`src/rtl/sobel_window_fetch.sv`:
```
// sobel_window_fetch: raster-order 3x3 window sequencer for the Sobel stage.
// Walks every center pixel of the frame, reads the in-frame taps from the
// frame-buffer read port (1-cycle read latency), substitutes zero for taps
// outside the frame, and presents the assembled window on win_*.
//
// Handshake: win_valid is high only in HOLD. While win_valid is high,
// win_data/win_x/win_y are held stable. A window transfers on a rising edge
// where win_valid && win_ready. win_ready has no effect outside HOLD.
module sobel_window_fetch #(
   parameter int WIDTH  = 512,
   parameter int HEIGHT = 384,
   parameter int PIX_W  = 12,
   parameter int ADDR_W = 18
) (
   input  logic                 clk,
   input  logic                 rst_n,
   input  logic                 start,
   output logic                 busy,
   output logic                 done,
   output logic                 mem_en,
   output logic [ADDR_W-1:0]    mem_addr,
   input  logic [PIX_W-1:0]     mem_dout,
   output logic                 win_valid,
   input  logic                 win_ready,
   output logic [9*PIX_W-1:0]   win_data,
   output logic [10:0]          win_x,
   output logic [10:0]          win_y,
   output logic [1:0]           dbg_state
);

   typedef enum logic [1:0] {
      S_IDLE  = 2'd0,
      S_FETCH = 2'd1,
      S_HOLD  = 2'd2,
      S_DONE  = 2'd3
   } state_t;

   localparam logic [10:0] X_LAST = 11'(WIDTH - 1);
   localparam logic [10:0] Y_LAST = 11'(HEIGHT - 1);

   state_t            state_q, state_d;
   logic [10:0]       x_q, x_d;
   logic [10:0]       y_q, y_d;
   logic [3:0]        k_q, k_d;
   logic              pad_prev_q;
   logic [PIX_W-1:0]  tap_q [0:8];

   logic [1:0]        col, row;
   logic              tap_pad;
   logic [10:0]       tap_x, tap_y;
   logic [ADDR_W-1:0] tap_addr;
   logic              issue;

   // Decode the tap addressed by k: its offset, whether it falls outside the frame, and its address
   always_comb begin
      col      = 2'(k_q % 4'd3);
      row      = 2'(k_q / 4'd3);
      tap_pad  = ((col == 2'd0) && (x_q == 11'd0))   ||
                 ((col == 2'd2) && (x_q == X_LAST))  ||
                 ((row == 2'd0) && (y_q == 11'd0))   ||
                 ((row == 2'd2) && (y_q == Y_LAST));
      tap_x    = (col == 2'd0) ? x_q - 11'd1 : (col == 2'd2) ? x_q + 11'd1 : x_q;
      tap_y    = (row == 2'd0) ? y_q - 11'd1 : (row == 2'd2) ? y_q + 11'd1 : y_q;
      tap_addr = ADDR_W'(tap_y) * ADDR_W'(WIDTH) + ADDR_W'(tap_x);
      issue    = (state_q == S_FETCH) && (k_q <= 4'd8) && !tap_pad;
   end

   // Next-state logic: fetch 9 taps plus one drain step, hold until accepted, advance raster
   always_comb begin
      state_d = state_q;
      x_d     = x_q;
      y_d     = y_q;
      k_d     = k_q;
      case (state_q)
         S_IDLE: begin
            if (start) begin
               x_d     = 11'd0;
               y_d     = 11'd0;
               k_d     = 4'd0;
               state_d = S_FETCH;
            end
         end
         S_FETCH: begin
            if (k_q == 4'd9) begin
               k_d     = 4'd0;
               state_d = S_HOLD;
            end else begin
               k_d = k_q + 4'd1;
            end
         end
         S_HOLD: begin
            if (win_ready) begin
               k_d = 4'd0;
               if (x_q == X_LAST) begin
                  if (y_q == Y_LAST) begin
                     state_d = S_DONE;
                  end else begin
                     x_d     = 11'd0;
                     y_d     = y_q + 11'd1;
                     state_d = S_FETCH;
                  end
               end else begin
                  x_d     = x_q + 11'd1;
                  state_d = S_FETCH;
               end
            end
         end
         S_DONE: begin
            state_d = S_IDLE;
         end
         default: state_d = S_IDLE;
      endcase
   end

   // State, coordinates, tap counter and captured taps; reset aborts any frame in flight
   always_ff @(posedge clk) begin
      if (!rst_n) begin
         state_q    <= S_IDLE;
         x_q        <= 11'd0;
         y_q        <= 11'd0;
         k_q        <= 4'd0;
         pad_prev_q <= 1'b0;
         for (int i = 0; i < 9; i++) tap_q[i] <= '0;
      end else begin
         state_q    <= state_d;
         x_q        <= x_d;
         y_q        <= y_d;
         k_q        <= k_d;
         pad_prev_q <= tap_pad;
         // Data for the tap issued in the previous step arrives now
         if (state_q == S_FETCH) begin
            for (int i = 0; i < 9; i++) begin
               if (k_q == 4'(i + 1)) tap_q[i] <= pad_prev_q ? '0 : mem_dout;
            end
         end
      end
   end

   // Outputs decoded from registered state only
   always_comb begin
      busy      = (state_q != S_IDLE);
      done      = (state_q == S_DONE);
      win_valid = (state_q == S_HOLD);
      mem_en    = issue;
      mem_addr  = issue ? tap_addr : '0;
      win_x     = x_q;
      win_y     = y_q;
      dbg_state = state_q;
      win_data  = '0;
      for (int i = 0; i < 9; i++) win_data[i*PIX_W +: PIX_W] = tap_q[i];
   end

endmodule

```
`config.mk`:
```
export PLATFORM = sky130hd
export DESIGN_NAME = sobel_window_fetch
export DESIGN_NICKNAME = d
export VERILOG_FILES = /design/src/rtl/sobel_window_fetch.sv
export SDC_FILE = /design/constraint.sdc
export NUM_CORES = 1
export LEC_CHECK = 0
export BUFFER_PORTS_ARGS = -buffer_cell sky130_fd_sc_hd__buf_2
export CORE_UTILIZATION = 57
export CTS_CLUSTER_DIAMETER = 30
export DETAILED_ROUTE_END_ITERATION = 8
export PLACE_DENSITY = 0.88
export SYNTH_ARGS = -nofsm -noshare
export SYNTH_HDL_FRONTEND = slang
export SYNTH_SLANG_ARGS = --single-unit
```
`constraint.sdc`:
```
create_clock -name clk -period 12.5 [get_ports clk]
set_input_delay 1.875 -clock clk [delete_from_list [all_inputs] [get_ports clk]]
set_output_delay 1.875 -clock clk [all_outputs]
set_load 0.02 [all_outputs]
```
==> summary.md, run 1 <==
| Metric | Value |
|---|---|
| Global-route wire length before repair | 26100 um |
| PostCTS Resize Cnt | 0 |
| Setup Skew | 11.9 ps |
| Mapped Area | 6230 sq um |
| Residual DRC | 0 |
| TritonCTS clock tree | yes |
| Crit start category | flip-flop |
| Row count | 37 |
| Hold buffers post-CTS | 0 |
| Setup TNS | 0 ps |
| Final net count | approximately 700 |
| Inst Count DP | 807 |
| H-tree depth | 4 |
| Post-layout minimum cycle time | approximately 7700 ps |
| Slew at the pin with the worst max-slew slack | 1250 ps |
| Status | finished, final reports clean |
| Worst Path Buf+Inv | 3 |
| Most frequent cells in the layout | buf_2 (169), edfxtp_1 (108), nor2_1 (43) |
| Hold Vio Cnt, Final | 0 |
| CTS clk-pin slew, worst paths | 60 ps |
| Die width | 107 um |
| Vias in the first global route | 4697 |
| Crit path largest cell delay | ~600 ps |
| Critical path class | flip-flop to output port |
| Fin util | 0.747 |
| Sequential Area | 3820 sq um |
| Worst setup EP type | output port |
| Most common cell after layout, fill and taps aside | buf_2 |
| Max stage delay cell, worst path | dfxtp_1 |
| Async set-or-reset flop fraction in the synthesized netlist | 0 |
| CP delay by family, top | simple AND/OR/NAND/NOR gates |
| First drt pass iteration count | 5 |
| Total of max-cap violations | 0 |
| Root Driver | clkbuf_8 |
| Diodes inserted | 0 |
| Syn_area_per_cell | 11.8 sq um |
| Layout area overhead | 25.3% |
| Final instance area | between 7000 and 8000 sq um |
| # setup viols final | 0 |
| HP Class | flip-flop to flip-flop |
| Unrepaired setup endpoints after global routing | false |
| DR WL/cell | 20.3 um |
| Post-CTS setup repair buffer count | 0 |
| Worst EP arrival | just under 6000 ps |
| Share of layout cells above drive strength 1 | 0.334 |
| Total GRT Usage | 0.309 |
| Final Wtd Congestion | 0.935 |
| Port bufs | 169 |
| Pin count of the biggest net entering global routing | 41 |
| Max Clk Rate | 0.129 GHz |
| DRT iter0 DRCs | about 420 |
| Fillers | 668 |
| Max Slew Vio Count | 0 |
| Leak Pwr | 3.34 nW |
| Area of the multi-input gates | 2250 sq um |
| Clk Latency, worst-skew pair | 530 ps |
| Initial antenna violation count | 0 |
| Yosys warnings | 0 |
| Total grt overflow | 0 |
| EDFF count, synth | 108 |
| DIE HEIGHT | between 100 and 150 um |
| Hpwl dp | 11200 um |
| Worst path cell trace | nand2b_1 -> inv_1 -> ha_1 -> inv_1 -> ha_1 -> nor2_1 -> o21bai_1 -> ha_1 -> nor3b_1 -> o21a_1 -> nor2_2 -> xnor2_1 -> o21ai_0 -> xnor2_1 -> ha_1 -> fa_1 -> nand2_1 -> mux2i_1 -> nand2_1 -> or3_1 -> a21oi_1 -> buf_2 |
| Post-synthesis sequential area ratio | 0.613 |
| Die area | 11400 sq um |
| Power, Total | 1.11 mW |
| CTS buffer count | 17 |
| Cell with the most instances on the worst path | ha_1 |
| CTS sink count | 137 |
| Initial Util | 0.596 |
| Post-synth net total | 554 |
| VDD IR max | 0.000161 V |
| Area after DPL | 7200 sq um |
| Total number of vias | between 4000 and 5000 |
| Num ports | 170 |
| Slew HR | 0.167 |
| Area of the core | 10500 sq um |
| Count of different cell masters after synthesis | 62 |
| Worst R2R Setup Slack | 8760 ps |
| Final WL | 17000 um |
| Tcrit/Tclk final | 0.618 |
| Clock Tree Buf Depth | 2 |
| Post-synthesis register bit count | between 100 and 150 |
| Data required time of the critical path | 10620 ps |
| Via/cell ratio | 5.95 |
| Worst-path fanout max | 13 |
| Post-synth top flop | edfxtp_1 |
| Post-route insts no fill | 839 |
| Cells after Synth | 528 |
| Power Density | 142 nW/um^2 |
| Post-route ant nets | 0 |
[path summary, 6_finish.rpt]
path / start / endpoint / depth (start not counted)
max: k_q[3]$_SDFFE_PN0P_ / mem_addr[17] / 22
min reg2reg: win_y[10]$_SDFFE_PN0P_ / win_y[10]$_SDFFE_PN0P_ / 2
min: win_y[10]$_SDFFE_PN0P_ / win_y[10]$_SDFFE_PN0P_ / 2
max reg2reg: k_q[3]$_SDFFE_PN0P_ / pad_prev_q$_SDFF_PN0_ / 14
[metrics by stage]
step                      hold slack [ps]  setup WS (ps)
after floorplan                       595           5990
after detailed placement              562           5430
after global routing                  619           4250
after CTS                             591           4840
after global placement                549           5670
final                                 583           4770
[routing by layer]
metal,up-vias,global-route usage,part of all wire
met5,-,0,0
met4,0,0.127,0.023
met3,38,0.0632,0.081
met2,322,0.494,0.48
met1,2369,0.414,0.41
li1,2261,-,-
[cells in the mapped netlist, types with 6 or more instances]
master	n	area [sq um]
inv_1	11	41.3
dfxtp_1	29	581
xor2_1	12	105
nand2_1	30	113
a21oi_1	21	105
o21ai_0	38	190
nor2_1	43	161
clkbuf_1	23	86.3
or2_2	7	43.8
a31oi_1	6	37.5
a21boi_0	12	90.1
xnor2_1	12	105
nand3_1	11	55.1
ha_1	9	113
nor3_1	16	80.1
and2_1	27	169
or3_1	6	37.5
nand2b_1	7	43.8
edfxtp_1	108	3240
[worst register-to-register path, delay by kind of cell (launching register included)]
family / cells / cell delay (ps)
and+or+nand+nor: 7 / 1600
AOI/OAI and AO/OA: 2 / 710
adders and majority gates: 3 / 630
DFF: 1 / 590
buffers and inverters: 2 / 130
[report_power, final]
group          switching, mW  total, mW  internal, mW
clock network          0.209      0.522         0.313
logic                 0.0529     0.0763        0.0234
registers            0.00760      0.513         0.505
total                  0.269       1.11         0.842
[registers in the layout, summed over array words and instances (netlist names)]
name / count
tap_q: 108
win_x: 11
win_y: 11
k_q: 4
dbg_state: 2
pad_prev_q: 1
[area by class of cell]
| type | instances | share of cell area |
|---|---|---|
| Sequential cell | 137 | 0.489 |
| Multi-Input combinational cell | 345 | 0.289 |
| Timing Repair Buffer | 176 | 0.115 |
| Clock buffer | 17 | 0.0530 |
| Clock inverter | 15 | 0.0261 |
| Tap cell | 136 | 0.0218 |
| Inverter | 13 | 0.00624 |
[cell families after synthesis]
kind of cell,synth area share
AND/OR/NAND/NOR,0.178
multiplexers,0.00662
flip-flops,0.613
XOR/XNOR,0.0442
adder cells (fa/ha/maj),0.0213
AO/OA/AOI/OAI,0.104
buffers and inverters,0.0325
Power figures use the tool's default switching activity.
==> run 2: changes to the inputs <==
ABC_AREA = 1   (was unset)
CORE_UTILIZATION = 48   (was 57)
PLACE_DENSITY = 0.79   (was 0.88)
clock period = 6.95 ns   (was 12.5 ns; I/O delays follow)
==> run 2 against run 1 <==
  * Largest cell class unchanged
  * Utilization decreased by 12 points
  * Area after synthesis up 2.4%
  * Largest power group is now combinational logic
  * Critical path type unchanged
  * Wire length decreased by 12%
  * Highest routed layer unchanged
  * Count of clock-buffer cells in the layout is the same
  * Synthesized cell count is 22% higher
==> summary.md, run 2 <==
| Metric | Value |
|---|---|
| Status | finished, final reports clean |
| Pin count of the biggest net entering global routing | 23 |
| Power, Total | 3.00 mW |
| Post-synth net total | 671 |
| Inst Count DP | 973 |
| Post-route ant nets | 0 |
| Hold Vio Cnt, Final | 0 |
| Initial antenna violation count | 0 |
| DIE HEIGHT | 117 um |
| Total GRT Usage | 0.221 |
| Unrepaired setup endpoints after global routing | false |
| Area after DPL | 7390 sq um |
| Worst EP arrival | 4420 ps |
| Fin util | 0.629 |
| Total of max-cap violations | 0 |
| Hold buffers post-CTS | 0 |
| Worst setup EP type | output port |
| Root Driver | clkbuf_16 |
| Total number of vias | 5079 |
| DRT iter0 DRCs | about 380 |
| Most frequent cells in the layout | buf_2 (169), nand2_1 (128), edfxtp_1 (108) |
| EDFF count, synth | 108 |
| Synth top area share | 0.508 |
| TritonCTS clock tree | yes |
| Diodes inserted | 0 |
| Total grt overflow | 0 |
| Worst-path fanout max | 14 |
| Crit start category | flip-flop |
| Leak Pwr | 3.62 nW |
| Num ports | 170 |
| Post-route insts no fill | about 1000 |
| Yosys warnings | 0 |
| H-tree depth | 4 |
| Port bufs | 169 |
| Setup TNS | 0 ps |
| Clock Tree Buf Depth | 2 |
| Layout area overhead | 25.8% |
| Count of different cell masters after synthesis | 42 |
| Fillers | 1033 |
| Share of layout cells above drive strength 1 | 0.306 |
| Post-synth top flop | edfxtp_1 |
| Slew at the pin with the worst max-slew slack | 845 ps |
| Top cells by area, synth | edfxtp_1 (51%), dfxtp_1 (9.1%), nand2_1 (7.5%), nor2_1 (5.5%), inv_1 (3.9%) |
| Die area | 13800 sq um |
| Post-synthesis sequential area ratio | 0.599 |
| Setup Skew | 13.7 ps |
| Post-route setup slack | roughly 1500 ps |
| CTS sink count | between 100 and 150 |
| Global-route wire length before repair | 23600 um |
| Syn_area_per_cell | a little under 10 sq um |
| Post-synthesis register bit count | 137 |
| Final Wtd Congestion | 0.874 |
| Most common cell in the netlist | nand2_1 |
| Slew HR | 0.433 |
| Max Slew Vio Count | 0 |
| Data required time of the critical path | 5910 ps |
| Async set-or-reset flop fraction in the synthesized netlist | 0 |
| Final instance area | 8030 sq um |
| Tcrit/Tclk final | 0.786 |
| Clk Latency, worst-skew pair | 410 ps |
| Die width | 117 um |
| First drt pass iteration count | 5 |
| Largest register by flop count | tap_q |
| Fin Hold WS | 522 ps |
| Residual DRC | 0 |
| Critical path class | flip-flop to output port |
| VDD IR max | between 0.0003 and 0.0004 V |
| Initial Util | 0.500 |
| # setup viols final | 0 |
| Cells after Synth | 645 |
| Row count | 41 |
| Power Density | 374 nW/um^2 |
| Final WL | 14900 um |
| CTS buffer count | 17 |
| HP Class | flip-flop to flip-flop |
| CTS clk-pin slew, worst paths | about 70 ps |
| Post-CTS setup repair buffer count | 0 |
| Number of flip-flops in the largest register | 108 |
| DR WL/cell | between 10 and 15 um |
| Hpwl dp | 10600 um |
| Synth area leader | edfxtp_1 |
| Mapped Area | 6380 sq um |
| Area of the core | 12800 sq um |
| PostCTS Resize Cnt | 0 |
| Vias in the first global route | 4511 |
| Max Clk Rate | 0.183 GHz |
| Synth top cells by count | nand2_1 (128), edfxtp_1 (108), nor2_1 (93), inv_1 (67), nand3_1 (34) |
| Dpl ws | 1930 ps |
| Via/cell ratio | between 5 and 6 |
| Post-layout minimum cycle time | around 5500 ps |
| Most common cell after layout, fill and taps aside | buf_2 |
| Final net count | 846 |
==> run 2: cell types whose count changed in the layout (fill, tap and decap cells not counted), moves of 9 or more <==
cell and change:
and2_1 -27, nor3_1 -10, nor2_1 +50, nor2_2 +9
nand2_1 +98, a21boi_0 -12, nand3_1 +23, inv_1 +56
o21ai_0 -10
==> run 2: area by class of cell <==
type / count / area [sq um] / area share
tap: 172 / 215 / 0.0268
clock inverter: 15 / 216 / 0.0269
clock buffer: 17 / 425 / 0.0530
sequential: 137 / 3820 / 0.476
multi-input combinational: 416 / 2190 / 0.273
timing repair buffer: 173 / 876 / 0.109
inverter: 75 / 282 / 0.0350
==> run 2: final timing paths <==
path	from	to	slack, ps	cells after the start
setup / recovery	k_q[2]$_SDFFE_PN0P_	mem_addr[14]	1480	25
hold / removal	win_y[6]$_SDFFE_PN0P_	win_y[6]$_SDFFE_PN0P_	520	2
setup reg to reg	k_q[2]$_SDFFE_PN0P_	pad_prev_q$_SDFF_PN0_	4210	18
hold reg to reg	win_y[6]$_SDFFE_PN0P_	win_y[6]$_SDFFE_PN0P_	520	2
==> run 2: critical path: stages (launching register included) <==
cell and delay (ps):
dfxtp_1 430, inv_2 90, nor2_4 140, ha_1 160
inv_1 40, ha_1 210, nand2_4 130, nand2_1 70
o21ai_2 90, inv_1 60, ha_1 190, inv_1 180
nand3_4 150, nand2_1 100, nand2_2 180, nand2_1 260
nor2_1 70, a211oi_1 390, ha_1 300, a21oi_1 250
nor2_4 80, nand2_1 70, o21ai_0 70, nand2_1 90
nor2_2 30, buf_2 160
==> run 2: kinds of logic after synthesis <==
kind of cell    share of synthesized area
compound gates                     0.0682
xor+xnor                           0.0315
fa+ha+maj                          0.0208
buf+inv                            0.0590
flops                               0.599
simple gates                        0.222
==> run 2: power by group <==
part,leakage [nW],total [mW],switching [mW],internal (mW)
registers,1.35,1.01,0.0587,0.955
clock network,0.313,0.964,0.376,0.587
logic,1.96,1.03,0.701,0.324
total,3.62,3.00,1.14,1.87
==> run 2: per-layer routing <==
layer  part of all wire  vias to the layer above  GRT usage
met5                  0                        -          0
met4             0.0082                        0     0.0584
met3              0.069                       12     0.0389
met2               0.49                      245      0.374
met1               0.44                     2329      0.292
li1                   -                     2493          -
==> run 3: changes to the inputs <==
clock period = 4.5 ns   (was 6.95 ns; I/O delays follow)
==> run 3 against run 2 <==
  * First-iteration DRC count decreased by 1.9%
  * Critical path depth decreased by 1
  * Largest power group unchanged
  * Sequential share of layout area decreased by 1.6 points
  * Wire length increased by 5.2%
  * Register-to-register slack got worse by 2200 ps
==> summary.md, run 3 (synthesis gave the netlist of run 2 again) <==
| Metric | Value |
|---|---|
| Total of max-cap violations | 0 |
| # setup viols final | 0 |
| Tcrit/Tclk final | 0.960 |
| Power Density | 579 nW/um^2 |
| Setup Skew | 14.4 ps |
| Max Slew Vio Count | 0 |
| Port bufs | 169 |
| Residual DRC | 0 |
| Area after DPL | 7430 sq um |
| Sequential Area | about 3800 sq um |
| Hpwl dp | ~10000 um |
| CTS clk-pin slew, worst paths | 70 ps |
| Die area | 13800 sq um |
| Fillers | about 1000 |
| Max Clk Rate | ~0.23 GHz |
| Status | finished, final reports clean |
| Total GRT Usage | 0.220 |
| Pin count of the biggest net entering global routing | 23 |
| First drt pass iteration count | 5 |
| Diodes inserted | 0 |
| HP Class | flip-flop to flip-flop |
| Worst EP arrival | 3640 ps |
| TritonCTS clock tree | yes |
| Layout area overhead | 30.4% |
| Die width | ~120 um |
| Total number of vias | approximately 5200 |
| Slew at the pin with the worst max-slew slack | 741 ps |
| Post-layout minimum cycle time | 4320 ps |
| Num ports | 170 |
| Most frequent cells in the layout | buf_2 (165), nand2_1 (124), edfxtp_1 (108) |
| Final instance area | 8320 sq um |
| Total grt overflow | 0 |
| Most common cell after layout, fill and taps aside | buf_2 |
| Final Wtd Congestion | 0.881 |
| Critical path class | flip-flop to output port |
| DR WL/cell | ~15 um |
| Leak Pwr | around 3.8 nW |
| H-tree depth | 4 |
| Root Driver | clkbuf_16 |
| Worst-path fanout max | 5 |
| Post-route setup slack | 181 ps |
| CTS buffer count | 17 |
| Initial Util | 0.500 |
| Dpl ws | roughly 140 ps |
| Largest register by flop count | tap_q |
| Slew HR | 0.505 |
| Clock Tree Buf Depth | 2 |
| Area of the multi-input gates | 2280 sq um |
| CTS sink count | 137 |
| VDD IR max | ~0.00054 V |
| Fin Hold WS | 507 ps |
| Via/cell ratio | 5.09 |
| Final net count | 867 |
| Clk Latency, worst-skew pair | 410 ps |
| Data required time of the critical path | 3830 ps |
| Area of the core | between 10000 and 15000 sq um |
| Vias in the first global route | 4571 |
| Worst R2R Setup Slack | about 2000 ps |
| Row count | 41 |
| Global-route wire length before repair | 23500 um |
| Hold Vio Cnt, Final | 0 |
| Hold buffers post-CTS | 0 |
| Initial antenna violation count | 0 |
| Number of flip-flops in the largest register | approximately 110 |
| Crit start category | flip-flop |
| Share of layout cells above drive strength 1 | 0.349 |
| Post-route ant nets | 0 |
| DIE HEIGHT | 117 um |
| Worst setup EP type | output port |
| DRT iter0 DRCs | 370 |
| Final WL | approximately 16000 um |
==> run 3: changes by cell type in the layout (fill, tap and decap cells not counted), moves of 3 or more <==
cell and delta:
dfxtp_1 -3, inv_2 +3, nand2_1 -4, inv_1 -3, nand2_2 +3, ha_1 -3
buf_4 +24, buf_2 -4
==> run 3: what timing repair did <==
item                                    in CTS  in global routing
hold endpoints to repair                     0                  0
resized for setup                           10                 22
setup buffers                                3                 13
endpoints found under the setup margin       8                  8
pin swaps                                    3                 11
==> run 3: layer usage <==
layer	share of wire	track usage	routed length, um
met1	0.43	0.279	6690
met2	0.49	0.374	7640
met3	0.072	0.0467	1120
met4	0.017	0.0682	260
met5	0	0	0
==> run 3: path summary, 6_finish.rpt <==
kind,start,to,cells past startpoint
setup / recovery,k_q[2]$_SDFFE_PN0P_,mem_addr[14],24
hold / removal,win_x[9]$_SDFFE_PN0P_,win_x[9]$_SDFFE_PN0P_,2
setup reg to reg,dbg_state[0]$_SDFFE_PN0P_,tap_q[0][10]$_DFFE_PP_,11
hold reg to reg,win_x[9]$_SDFFE_PN0P_,win_x[9]$_SDFFE_PN0P_,2
==> run 3: power by group <==
part,leakage (nW),total (mW),internal (mW),switching [mW]
Combinational,2.09,1.70,0.575,1.12
Sequential,1.35,1.56,1.47,0.0898
Clock,0.328,1.55,0.964,0.591
==> run 3: critical path: stages (launching register included) <==
cell,delay [ps]
dfxtp_2,340
inv_2,60
nor2_4,100
ha_1,160
inv_2,40
ha_4,160
nand2_4,100
nand2_4,60
o21ai_4,70
inv_1,60
ha_2,180
a21oi_2,140
nand3_1,130
nand2_2,150
buf_6,130
nor2_1,40
a211oi_2,310
ha_1,310
a21oi_2,210
nor2_4,70
nand2_2,60
o21ai_0,70
nand2_1,90
nor2_2,30
buf_4,160
==> run 3: cell type report <==
| cell class | instances | share of cell area |
|---|---|---|
| inverter | 75 | 0.0338 |
| tap | 172 | 0.0259 |
| timing repair buffer | 194 | 0.126 |
| sequential | 137 | 0.460 |
| clock buffer | 17 | 0.0511 |
| clock inverter | 15 | 0.0293 |
| multi-input combinational | 416 | 0.274 |
==> run 3: per-stage QoR <==
stage / utilization / setup TNS [ps] / cells / power, mW
2_1_floorplan: - / 0 / 645 / 2.79
4_1_cts: 0.638 / 0 / 1013 / 4.76
6_report: 0.652 / 0 / 1026 / 4.82
3_3_place_gp: 0.582 / 0 / 978 / 3.15
5_1_grt: 0.652 / -246 / 1026 / 5.07
3_5_place_dp: 0.582 / 0 / 978 / 3.16
